### src/rtl/crc32_pkg.sv
// Shared CRC32 definitions: reflected IEEE 802.3 polynomial, residue,
// per-frame mode encodings and the single-byte LSB-first update.
package crc32_pkg;

  localparam logic [31:0] CRC32_POLY_REFL = 32'hEDB88320;
  localparam logic [31:0] CRC32_RESIDUE   = 32'hDEBB20E3;

  typedef enum logic [1:0] {
    MODE_COMPUTE = 2'd0,
    MODE_APPEND  = 2'd1,
    MODE_CHECK   = 2'd2,
    MODE_BYPASS  = 2'd3
  } crc_mode_e;

  // One byte through the reflected CRC register, bit 0 of the byte first.
  function automatic logic [31:0] crc32_byte(input logic [31:0] crc, input logic [7:0] data);
    logic [31:0] c;
    c = crc ^ {24'd0, data};
    for (int i = 0; i < 8; i++) begin
      c = c[0] ? ((c >> 1) ^ CRC32_POLY_REFL) : (c >> 1);
    end
    return c;
  endfunction

endpackage

### src/rtl/crc32_axis_param_if.sv
// AXI-Stream bundle carrying the CRC side-band (tuser = final CRC, crc_err).
// The slave view omits the side-band, which only exists on the output side.
interface crc32_axis_param_if #(
  parameter int DATA_W = 64
) ();
  localparam int KEEP_W = DATA_W / 8;

  logic [DATA_W-1:0] tdata;
  logic [KEEP_W-1:0] tkeep;
  logic              tvalid;
  logic              tlast;
  logic              tready;
  logic [31:0]       tuser;
  logic              crc_err;

  modport master (output tdata, tkeep, tvalid, tlast, tuser, crc_err, input tready);
  modport slave  (input tdata, tkeep, tvalid, tlast, output tready);
endinterface

### src/rtl/crc32_comb_update.sv
// Purely combinational CRC32 update over KEEP_W bytes; bytes whose keep bit
// is clear are skipped. Byte 0 is processed first.
module crc32_comb_update
  import crc32_pkg::*;
#(
  parameter int KEEP_W = 8
) (
  input  logic [31:0]         crc_in,
  input  logic [8*KEEP_W-1:0] data,
  input  logic [KEEP_W-1:0]   keep,
  output logic [31:0]         crc_out
);

  // Chain the enabled bytes through the byte update in wire order.
  always_comb begin
    crc_out = crc_in;
    for (int i = 0; i < KEEP_W; i++) begin
      if (keep[i]) crc_out = crc32_byte(crc_out, data[8*i +: 8]);
    end
  end

endmodule

### src/rtl/crc32_axis_param.sv
// Parametrised AXI-Stream CRC32 engine: compute / append FCS / check FCS /
// bypass per frame, one registered output stage, saturating statistics.
module crc32_axis_param
  import crc32_pkg::*;
#(
  parameter int          DATA_W  = 64,
  parameter logic [31:0] RESIDUE = CRC32_RESIDUE,
  parameter int          CNT_W   = 16
) (
  input  logic                 clk,
  input  logic                 rst,
  crc32_axis_param_if.slave    s_axis,
  crc32_axis_param_if.master   m_axis,
  input  logic [1:0]           cfg_mode,
  input  logic [31:0]          crc_init,
  output logic [CNT_W-1:0]     stat_frames,
  output logic [CNT_W-1:0]     stat_errs
);

  localparam int KEEP_W = DATA_W / 8;

  localparam logic [0:0] ST_NORMAL = 1'b0;
  localparam logic [0:0] ST_EXTRA  = 1'b1;

  function automatic logic [CNT_W-1:0] sat_inc(input logic [CNT_W-1:0] v);
    return (&v) ? v : v + 1'b1;
  endfunction

  function automatic logic [KEEP_W-1:0] keep_mask(input int n);
    logic [KEEP_W-1:0] m;
    for (int i = 0; i < KEEP_W; i++) m[i] = (i < n);
    return m;
  endfunction

  // Frame control state
  logic [0:0]  state_q;
  logic        sof_q;
  crc_mode_e   mode_q;
  logic [31:0] crc_q;
  logic [31:0] fcs_q;
  logic [2:0]  rem_q;

  // Output register stage
  logic [DATA_W-1:0] data_p1;
  logic [KEEP_W-1:0] keep_p1;
  logic              last_p1;
  logic [31:0]       user_p1;
  logic              err_p1;
  logic              vld_p1;
  logic [CNT_W-1:0]  frames_q;
  logic [CNT_W-1:0]  errs_q;

  logic        out_free;
  logic        accept;
  crc_mode_e   cur_mode;
  logic [31:0] crc_base;
  logic [31:0] crc_upd;
  logic [31:0] fcs;
  int          n_bytes;

  logic [DATA_W-1:0] ld_data;
  logic [KEEP_W-1:0] ld_keep;
  logic              ld_last;
  logic [31:0]       ld_user;
  logic              ld_err;
  logic              ld_split;
  logic [2:0]        ld_rem;
  logic [DATA_W-1:0] extra_data;
  logic [KEEP_W-1:0] extra_keep;

  assign out_free      = !vld_p1 || m_axis.tready;
  assign s_axis.tready = out_free && (state_q == ST_NORMAL) && !rst;
  assign accept        = s_axis.tvalid && s_axis.tready;

  // First beat of a frame works from the live config; later beats from the latch.
  assign cur_mode = sof_q ? crc_mode_e'(cfg_mode) : mode_q;
  assign crc_base = sof_q ? crc_init : crc_q;

  crc32_comb_update #(.KEEP_W(KEEP_W)) u_update (
    .crc_in  (crc_base),
    .data    (s_axis.tdata),
    .keep    (s_axis.tkeep),
    .crc_out (crc_upd)
  );

  assign fcs = ~crc_upd;

  // Count valid bytes on the incoming beat (tkeep = 0 gives n = 0).
  always_comb begin
    n_bytes = 0;
    for (int i = 0; i < KEEP_W; i++) begin
      if (s_axis.tkeep[i]) n_bytes = n_bytes + 1;
    end
  end

  // Build the output beat for an accepted input, inserting FCS bytes when appending.
  always_comb begin
    ld_data  = s_axis.tdata;
    ld_keep  = s_axis.tkeep;
    ld_last  = s_axis.tlast;
    ld_user  = '0;
    ld_err   = 1'b0;
    ld_split = 1'b0;
    ld_rem   = '0;
    if (s_axis.tlast) begin
      case (cur_mode)
        MODE_COMPUTE: ld_user = fcs;
        MODE_CHECK: begin
          ld_user = fcs;
          ld_err  = (crc_upd != RESIDUE);
        end
        MODE_APPEND: begin
          for (int i = 0; i < KEEP_W; i++) begin
            if (i >= n_bytes && i < n_bytes + 4) ld_data[8*i +: 8] = fcs[8*(i-n_bytes) +: 8];
          end
          if (n_bytes + 4 <= KEEP_W) begin
            ld_keep = keep_mask(n_bytes + 4);
            ld_user = fcs;
          end else begin
            // FCS straddles the beat boundary: finish the rest in an extra beat.
            ld_keep  = '1;
            ld_last  = 1'b0;
            ld_split = 1'b1;
            ld_rem   = 3'(n_bytes + 4 - KEEP_W);
          end
        end
        default: ;
      endcase
    end
  end

  // Extra beat: the FCS bytes that did not fit, low-aligned.
  always_comb begin
    extra_data       = '0;
    extra_data[31:0] = fcs_q >> (8 * (4 - int'(rem_q)));
    extra_keep       = keep_mask(int'(rem_q));
  end

  // Frame control, output register and statistics.
  always_ff @(posedge clk) begin
    if (rst) begin
      state_q  <= ST_NORMAL;
      sof_q    <= 1'b1;
      mode_q   <= MODE_COMPUTE;
      crc_q    <= '0;
      fcs_q    <= '0;
      rem_q    <= '0;
      data_p1  <= '0;
      keep_p1  <= '0;
      last_p1  <= 1'b0;
      user_p1  <= '0;
      err_p1   <= 1'b0;
      vld_p1   <= 1'b0;
      frames_q <= '0;
      errs_q   <= '0;
    end else if (accept) begin
      data_p1 <= ld_data;
      keep_p1 <= ld_keep;
      last_p1 <= ld_last;
      user_p1 <= ld_user;
      err_p1  <= ld_err;
      vld_p1  <= 1'b1;
      sof_q   <= s_axis.tlast;
      if (sof_q) mode_q <= cur_mode;
      if (cur_mode != MODE_BYPASS) crc_q <= crc_upd;
      if (ld_split) begin
        state_q <= ST_EXTRA;
        fcs_q   <= fcs;
        rem_q   <= ld_rem;
      end
      if (ld_last) begin
        frames_q <= sat_inc(frames_q);
        if (ld_err) errs_q <= sat_inc(errs_q);
      end
    end else if (state_q == ST_EXTRA && out_free) begin
      data_p1  <= extra_data;
      keep_p1  <= extra_keep;
      last_p1  <= 1'b1;
      user_p1  <= fcs_q;
      err_p1   <= 1'b0;
      vld_p1   <= 1'b1;
      state_q  <= ST_NORMAL;
      frames_q <= sat_inc(frames_q);
    end else if (m_axis.tready) begin
      vld_p1 <= 1'b0;
    end
  end

  assign m_axis.tdata   = data_p1;
  assign m_axis.tkeep   = keep_p1;
  assign m_axis.tlast   = last_p1;
  assign m_axis.tuser   = user_p1;
  assign m_axis.crc_err = err_p1;
  assign m_axis.tvalid  = vld_p1;
  assign stat_frames    = frames_q;
  assign stat_errs      = errs_q;

endmodule

### src/flat_wrapper.sv
// flat-port wrapper written by rule: the top's interface ports become plain ports
module crc32_axis_param_flat import crc32_pkg::*;
#(
  parameter int          DATA_W  = 64,
  parameter logic [31:0] RESIDUE = CRC32_RESIDUE,
  parameter int          CNT_W   = 16
)
  (clk, rst, cfg_mode, crc_init, stat_frames, stat_errs, s_axis_tdata, s_axis_tkeep, s_axis_tvalid, s_axis_tlast, s_axis_tready, m_axis_tdata, m_axis_tkeep, m_axis_tvalid, m_axis_tlast, m_axis_tuser, m_axis_crc_err, m_axis_tready);
  crc32_axis_param_if #(.DATA_W(DATA_W)) s_axis_i ();
  crc32_axis_param_if #(.DATA_W(DATA_W)) m_axis_i ();
  input  logic clk;
  input  logic rst;
  input  logic [1:0] cfg_mode;
  input  logic [31:0] crc_init;
  output logic [CNT_W-1:0] stat_frames;
  output logic [CNT_W-1:0] stat_errs;
  input wire logic [$bits(s_axis_i.tdata)-1:0] s_axis_tdata;
  input wire logic [$bits(s_axis_i.tkeep)-1:0] s_axis_tkeep;
  input wire logic [$bits(s_axis_i.tvalid)-1:0] s_axis_tvalid;
  input wire logic [$bits(s_axis_i.tlast)-1:0] s_axis_tlast;
  output wire logic [$bits(s_axis_i.tready)-1:0] s_axis_tready;
  output wire logic [$bits(m_axis_i.tdata)-1:0] m_axis_tdata;
  output wire logic [$bits(m_axis_i.tkeep)-1:0] m_axis_tkeep;
  output wire logic [$bits(m_axis_i.tvalid)-1:0] m_axis_tvalid;
  output wire logic [$bits(m_axis_i.tlast)-1:0] m_axis_tlast;
  output wire logic [$bits(m_axis_i.tuser)-1:0] m_axis_tuser;
  output wire logic [$bits(m_axis_i.crc_err)-1:0] m_axis_crc_err;
  input wire logic [$bits(m_axis_i.tready)-1:0] m_axis_tready;
  assign s_axis_i.tdata = s_axis_tdata;
  assign s_axis_i.tkeep = s_axis_tkeep;
  assign s_axis_i.tvalid = s_axis_tvalid;
  assign s_axis_i.tlast = s_axis_tlast;
  assign s_axis_tready = s_axis_i.tready;
  assign m_axis_tdata = m_axis_i.tdata;
  assign m_axis_tkeep = m_axis_i.tkeep;
  assign m_axis_tvalid = m_axis_i.tvalid;
  assign m_axis_tlast = m_axis_i.tlast;
  assign m_axis_tuser = m_axis_i.tuser;
  assign m_axis_crc_err = m_axis_i.crc_err;
  assign m_axis_i.tready = m_axis_tready;
  crc32_axis_param #(.DATA_W(DATA_W), .RESIDUE(RESIDUE), .CNT_W(CNT_W)) u_core (.clk(clk), .rst(rst), .s_axis(s_axis_i), .m_axis(m_axis_i), .cfg_mode(cfg_mode), .crc_init(crc_init), .stat_frames(stat_frames), .stat_errs(stat_errs));
endmodule
### config.mk
export PLATFORM = sky130hd
export DESIGN_NAME = crc32_axis_param_flat
export DESIGN_NICKNAME = d
export VERILOG_FILES = /design/src/rtl/crc32_pkg.sv /design/src/rtl/crc32_axis_param_if.sv /design/src/rtl/crc32_comb_update.sv /design/src/rtl/crc32_axis_param.sv /design/src/flat_wrapper.sv
export SDC_FILE = /design/constraint.sdc
export NUM_CORES = 1
export LEC_CHECK = 0
export ABC_AREA = 0
export CAP_MARGIN = 40
export CORE_MARGIN = 4
export CORE_UTILIZATION = 35
export DETAILED_ROUTE_END_ITERATION = 7
export PLACE_DENSITY_LB_ADDON = 0.3
export SKIP_LAST_GASP = 1
export SYNTH_ARGS = -nofsm -noshare
export SYNTH_HDL_FRONTEND = slang
export SYNTH_HIERARCHICAL = 1
export SYNTH_SLANG_ARGS = --single-unit
### constraint.sdc
create_clock -name clk -period 33.7 [get_ports clk]
set_clock_uncertainty 0.05 [all_clocks]
set_input_delay 3.37 -clock clk [delete_from_list [all_inputs] [get_ports clk]]
set_output_delay 3.37 -clock clk [all_outputs]
set_load 0.01 [all_outputs]
* After elaboration in Yosys (flattened, before gate mapping)
Index checks and enable logic that the tools add are counted.
Cells by class: order comparisons 24, equal/unequal tests 6, shifts and indexed selects 9, add/subtract/negate cells 20, mux-type cells 128, bitwise gates (word level) 75, reductions and logical operators 27
Operators with widths (number):
- 32-bit two-way mux | 84
- 13-bit NOT with 14-bit output | 64
- 64-bit two-way mux | 4
- 32-bit by 32-bit indexed part select with 8-bit output | 8
- 32-bit by 8-bit XOR with 32-bit output | 8
- 32-bit by 2-bit adder with 32-bit output (second input constant) | 6
- 4-bit by 32-bit >= comparator with 1-bit output (first input constant) | 4
- 4-bit by 32-bit less-than comparator with 1-bit output (first input constant) | 4
- 4-bit by 29-bit subtractor with 29-bit output (first input constant) | 4
- 8-bit two-way mux | 13
- 3-bit by 32-bit >= comparator with 1-bit output (first input constant) | 2
- 3-bit by 32-bit less-than comparator with 1-bit output (first input constant) | 2
- 16-bit two-way mux | 4
- 32-bit one-hot mux with 2 select lines | 1
- 3-bit by 29-bit subtractor with 29-bit output (first input constant) | 2
- 16-bit by 1-bit adder with 16-bit output (second input constant) | 2
- 32-bit by 4-bit adder with 32-bit output (second input constant) | 1
- 1-bit by 32-bit >= comparator with 1-bit output (first input constant) | 1
- 2-bit by 32-bit >= comparator with 1-bit output (first input constant) | 1
- 32-bit by 5-bit less-or-equal comparator with 1-bit output (second input constant) | 1
- 1-bit by 32-bit less-than comparator with 1-bit output (first input constant) | 1
- 2-bit by 32-bit less-than comparator with 1-bit output (first input constant) | 1
- 32-bit inequality test (second input constant) | 1
- 32-bit NOT | 1
- 26 further kinds | 69
Word-level totals: logic and storage cells 303, bits in registers 210, output and inout bits 140

* Depth between registers and ports, before layout
word-level depth 151, depth in mapped cells 44

* By module
The synthesis kept the hierarchy.
By module, submodules not included:
- crc32_comb_update | cells each 1556, instances 1, area an instance 12823.5 µm²
- crc32_axis_param | cells each 1335, instances 1, area an instance 11691.2 µm²

* Worst setup path after synthesis
No wires, ideal clock.
path type input to register, start input port crc_init[0], end register u_core.errs_q[13], in the netlist u_core/stat_errs[13], arrival 14064 ps, path buffers 0, setup slack 19516 ps, data required time 33580 ps, cell stages on the path 36, setup time 70 ps, cells stage by stage mux2_2 > xnor2_2 > xnor3_1 > mux2i_1 > xor2_2 > xnor3_1 > xnor3_1 > mux2i_2 > xnor3_1 > or3_1 > a31oi_4 > xnor3_1 > a21oi_4 > xnor3_1 > or3b_2 > nand4_4 > xnor2_1 > xor3_1 > mux2i_4 > xnor2_2 > xnor3_1 > a21oi_4 > xor2_4 > xor2_2 > xnor3_1 > o21ai_1 > nand4b_1 > nor4_1 > nand3_1 > o221ai_1 > a41oi_1 > and4_1 > nor2b_1 > nand2_1 > or3_1 > a21oi_1
RTL lines:
- start, declared | RTL line flat_wrapper.sv:14 | input logic [31:0] crc_init;
- 32-bit two-way mux * | RTL line crc32_axis_param.sv:77 | assign crc_base = sof_q ? crc_init : crc_q;
- 32-bit by 8-bit XOR with 32-bit output | RTL line crc32_pkg.sv:18 | c = crc ^ {24'd0, data};
- 32-bit two-way mux | RTL line crc32_pkg.sv:20 | c = c[0] ? ((c >> 1) ^ CRC32_POLY_REFL) : (c >> 1);
- 13-bit NOT with 14-bit output (no source line)
- 32-bit two-way mux | RTL line crc32_pkg.sv:20
- 13-bit NOT with 14-bit output (no source line) / 32-bit two-way mux (equally long branches)
- 32-bit two-way mux / 13-bit NOT with 14-bit output (equally long branches)
- 32-bit two-way mux | RTL line crc32_pkg.sv:20
- [... 94 more ...]
- 13-bit NOT with 14-bit output (no source line)
- 32-bit two-way mux (2 in series) | RTL line crc32_pkg.sv:20
- 32-bit two-way mux * | RTL line crc32_comb_update.sv:18 | if (keep[i]) crc_out = crc32_byte(crc_out, data[8*i +: 8]);
- net u_core.crc_upd[18] | RTL line crc32_axis_param.sv:57 | logic [31:0] crc_upd;
- 32-bit inequality test * | RTL line crc32_axis_param.sv:110 | ld_err = (crc_upd != RESIDUE);
- 1-bit two-way mux * | RTL line crc32_axis_param.sv:106 | case (cur_mode)
- 1-bit two-way mux * | RTL line crc32_axis_param.sv:105 | if (s_axis.tlast) begin
- 4-bit AND reduction (no source line) *
- end signal, assigned | RTL line crc32_axis_param.sv:173 | if (ld_err) errs_q <= sat_inc(errs_q);
- end, declared | RTL line crc32_axis_param.sv:51 | logic [CNT_W-1:0] errs_q;
The timed path passes the listed nets; every way through them passes the cells marked *. A chain may end at the register's enable or synchronous reset.

* Final worst setup path
start input port crc_init[4], end register u_core.errs_q[13], in the netlist u_core/stat_errs[13]
RTL lines:
- 32-bit two-way mux * | RTL line crc32_axis_param.sv:77
- net u_core.crc_base[4] | RTL line crc32_axis_param.sv:56 | logic [31:0] crc_base;
- 32-bit by 8-bit XOR with 32-bit output | RTL line crc32_pkg.sv:18
- 32-bit two-way mux (5 in series) | RTL line crc32_pkg.sv:20
- 32-bit two-way mux / 13-bit NOT with 14-bit output (equally long branches) (3 in series)
- 32-bit two-way mux * | RTL line crc32_comb_update.sv:18
- 32-bit by 8-bit XOR with 32-bit output / 32-bit two-way mux (equally long branches) | RTL line crc32_pkg.sv:18, crc32_pkg.sv:20
- 32-bit two-way mux, on equally long branches | RTL line crc32_pkg.sv:20, crc32_comb_update.sv:18
- [... 87 more ...]
- 13-bit NOT with 14-bit output (no source line)
- 32-bit two-way mux (2 in series) | RTL line crc32_pkg.sv:20
- 32-bit two-way mux * | RTL line crc32_comb_update.sv:18
- net u_core.crc_upd[18] | RTL line crc32_axis_param.sv:57
- 32-bit inequality test * | RTL line crc32_axis_param.sv:110
- 1-bit two-way mux * | RTL line crc32_axis_param.sv:106
- 1-bit two-way mux * | RTL line crc32_axis_param.sv:105
- 4-bit AND reduction (no source line) *
Marks and branches as above.

==> flow_metrics.env <==
export IMPL_outcome="completed"
export IMPL_grt_pass1_wl_um=148000
export IMPL_area_growth_synth_to_final_pct=17.4
export IMPL_postRouteAntennaNets=0
export IMPL_synth_seq_area_share=0.171
export IMPL_worst_pin_slew_ns=0.978
export IMPL_core_um2=69100
export IMPL_final_layout_size_suffix_gt1_frac=0.111
export IMPL_final_cell_area_um2=28800
export IMPL_ff2ff_path_depth=39
export IMPL_min_period_over_period=0.497
export IMPL_cp_end_kind="register"
export IMPL_crit_top_cell="xnor3_1"
export IMPL_crit_buf_inv=1
export IMPL_cts_resized=0
export IMPL_syn_area_um2=24500
export IMPL_crit_fanout=15
export IMPL_layout_nets=3194
export IMPL_synth_seq_cells=210
export IMPL_placed_area_um2=27900
export IMPL_rsz0062_at_grt="false"
export IMPL_slew_headroom=0.331
export IMPL_synthArstFlopShare=0
export IMPL_hold_path_class="register to register"
export IMPL_cts_hold_fix_buffers=0
export IMPL_synth_cells=2891
export IMPL_busiest_layer="met2"
export IMPL_grtUsageMet1=0.355
export IMPL_first_iter_violations=2800
export IMPL_grt_max_degree=68
export IMPL_routedWlPerCell_um=25.6
export IMPL_reg2reg_from="u_core/sof_q"
export IMPL_die_x_um=273
export IMPL_die_h_um=273
export IMPL_synth_edf_count=0
export IMPL_tns_ns=0
export IMPL_via_per_inst=5.88
export IMPL_dp_cells=3962
export IMPL_holdPathEnd="u_core/crc_q[29]"
export IMPL_pin_count=251
export IMPL_final_instance_count_excl_fill=4010
export IMPL_yosys_warnings=6
export IMPL_cp_data_required_time_ns=34.14
export IMPL_drcViolationCount=0
export IMPL_worstHoldStart="u_core/crc_q[29]"
export IMPL_dp_hpwl_um=80200
export IMPL_min_path_cells=2
export IMPL_report_final_hold_viol_count=0
export IMPL_numCtsBuffers=24
export IMPL_postCtsSetupBuffers=0
export IMPL_period_needed_ns=16.75
export IMPL_cts_tree="done"
export IMPL_use_met3=0.0456
export IMPL_fmax_ghz=0.0597
export IMPL_setup_viol=0
export IMPL_grt_util_all_layers=0.261
export IMPL_grt_overflow=0
export IMPL_numPortBuffers=250
export IMPL_htree_num_levels=1
export IMPL_cts_max_path_buffers=3
export IMPL_synth_area_per_cell_um2=8.48
export IMPL_r2r_end="u_core/stat_errs[13]"
export IMPL_cpPeakStageDelay_ns=0.63
export IMPL_num_vias=23600
export IMPL_worstSkewPairLatency_ns=0.57
export IMPL_drt_first_pass_iters=6
export IMPL_clk_pin_slew_ns=0.06
export IMPL_synthesis_nets=3028
export IMPL_report_final_slew_viol_count=0
export IMPL_wl_um=103000
export IMPL_crit_family="simple AND/OR/NAND/NOR gates"
export IMPL_synth_ff_type="dfxtp_1"
export IMPL_start_util=0.355
export IMPL_die_area_um2=74300
export IMPL_critPathKind="primary input to register"
export IMPL_root_buffer="clkbuf_16"
export IMPL_rows=96
export IMPL_grt_pass1_vias=22100
export IMPL_use_met2=0.417
export IMPL_ff2ff_setup_slack_ns=19.09
export IMPL_clock_sinks=210
export IMPL_cap_violations=0
export IMPL_crit_arrival_ns=17.19
export IMPL_antenna_found_initial=6
export IMPL_gp_congestion=1.00
export IMPL_cp_slowest_cell="nor4b_4"
export IMPL_synth_distinct_cells=121
export IMPL_cp_start_kind="primary input"
export IMPL_hold_slack_ns=0.403
==> layer usage <==
| metal | wire [um] | part of all wire | vias to the layer above |
|---|---|---|---|
| met5 | 7 | 0.000068 | - |
| met4 | 4200 | 0.041 | 2 |
| met3 | 9060 | 0.088 | 215 |
| met2 | 46000 | 0.45 | 1196 |
| met1 | 43600 | 0.42 | 11300 |
| li1 | - | - | 10900 |
==> worst max-delay path by stage <==
stage / cells past startpoint / endpoint / startpoint
after floorplan: 36 / u_core/stat_errs[13] / crc_init[0]
after global placement: 38 / u_core/stat_errs[13] / crc_init[5]
after detailed placement: 38 / u_core/stat_errs[13] / crc_init[0]
after CTS: 38 / u_core/stat_errs[13] / crc_init[5]
after global routing: 38 / u_core/stat_errs[13] / crc_init[4]
final: 39 / u_core/stat_errs[13] / crc_init[4]
==> cells in the mapped netlist, drive strengths merged (37+ instances only) <==
master / n / area, um^2
xnor2: 320 / 3060
nor2: 278 / 1090
nand2: 222 / 861
dfxtp: 210 / 4200
a21oi: 199 / 1040
mux2i: 168 / 1760
o21ai: 155 / 787
xor2: 142 / 1350
clkbuf: 119 / 447
xnor3: 78 / 1760
nand3: 74 / 393
nor3: 73 / 398
mux2: 70 / 788
a211oi: 63 / 483
buf: 56 / 278
o21bai: 39 / 293
o22ai: 37 / 231
==> flip-flops by register name, indices dropped and copies added (netlist names) <==
| register | flops |
|---|---|
| u_core/m_axis.tuser | 32 |
| u_core/sof_q | 1 |
| u_core/stat_frames | 16 |
| u_core/rem_q | 3 |
| u_core/m_axis.tdata | 64 |
| u_core/state_q | 1 |
| u_core/stat_errs | 16 |
| u_core/m_axis.tkeep | 8 |
| u_core/m_axis.tvalid | 1 |
| u_core/mode_q | 2 |
| u_core/m_axis.crc_err | 1 |
| u_core/fcs_q | 32 |
| u_core/crc_q | 32 |
| u_core/m_axis.tlast | 1 |
==> cells in the final DEF (no fill, tap or decap), types with 24 or more instances in the layout <==
cell type        count
clkdlybuf4s50_1    241
buf_4               62
o21ai_0            142
xnor3_1             74
nand2b_1            26
nor2b_1             24
xor2_1             132
nand3_1             71
nor2_1             263
a21oi_1            193
mux2_2              70
o22ai_1             37
ha_1                26
dfxtp_1            209
or3_1               31
inv_1               29
a211oi_1            61
mux2i_1            160
a31oi_1             26
nor3_1              69
clkbuf_16           24
a22oi_1             31
o21bai_1            39
xnor2_1            295
nand2_1            216
==> worst register-to-register path: cells and delay by family, from the launching register on <==
| family | cells | cell delay (ns) |
|---|---|---|
| and+or+nand+nor | 16 | 5.31 |
| xor gates and xnor gates | 11 | 4.01 |
| AOI/OAI and AO/OA | 7 | 2.67 |
| muxes | 4 | 1.55 |
| DFF | 1 | 0.46 |
| buffers and inverters | 1 | 0.45 |
==> final cells by class <==
cell class / count / area (um^2)
clock buffers: 25 / 614
multi-input cells: 2472 / 19500
well taps: 931 / 1160
diodes: 4 / 10.0
flip-flops and latches: 210 / 4210
repair buffers: 315 / 2940
clock inverters: 19 / 216
inverters: 34 / 128
fillers: 6979 / 40300
==> metrics by stage <==
step           worst slack [ns]   util
3_5_place_dp              16.72  0.404
6_report                  16.95  0.417
5_1_grt                   16.11  0.417
3_3_place_gp              16.85  0.404
2_1_floorplan             19.52      -
4_1_cts                   17.29  0.416
==> kinds of logic after synthesis <==
kind of cell / count (synthesis) / synth area share
and+or+nand+nor: 888 / 0.184
AOI/OAI and AO/OA: 744 / 0.207
xor gates and xnor gates: 560 / 0.271
muxes: 254 / 0.118
DFF: 210 / 0.171
buffers and inverters: 209 / 0.0348
adders and majority gates: 26 / 0.0133
Power is left out: the tool's default activity adds up to more than one toggle a clock period on the data nets, which glitch-free logic cannot reach.
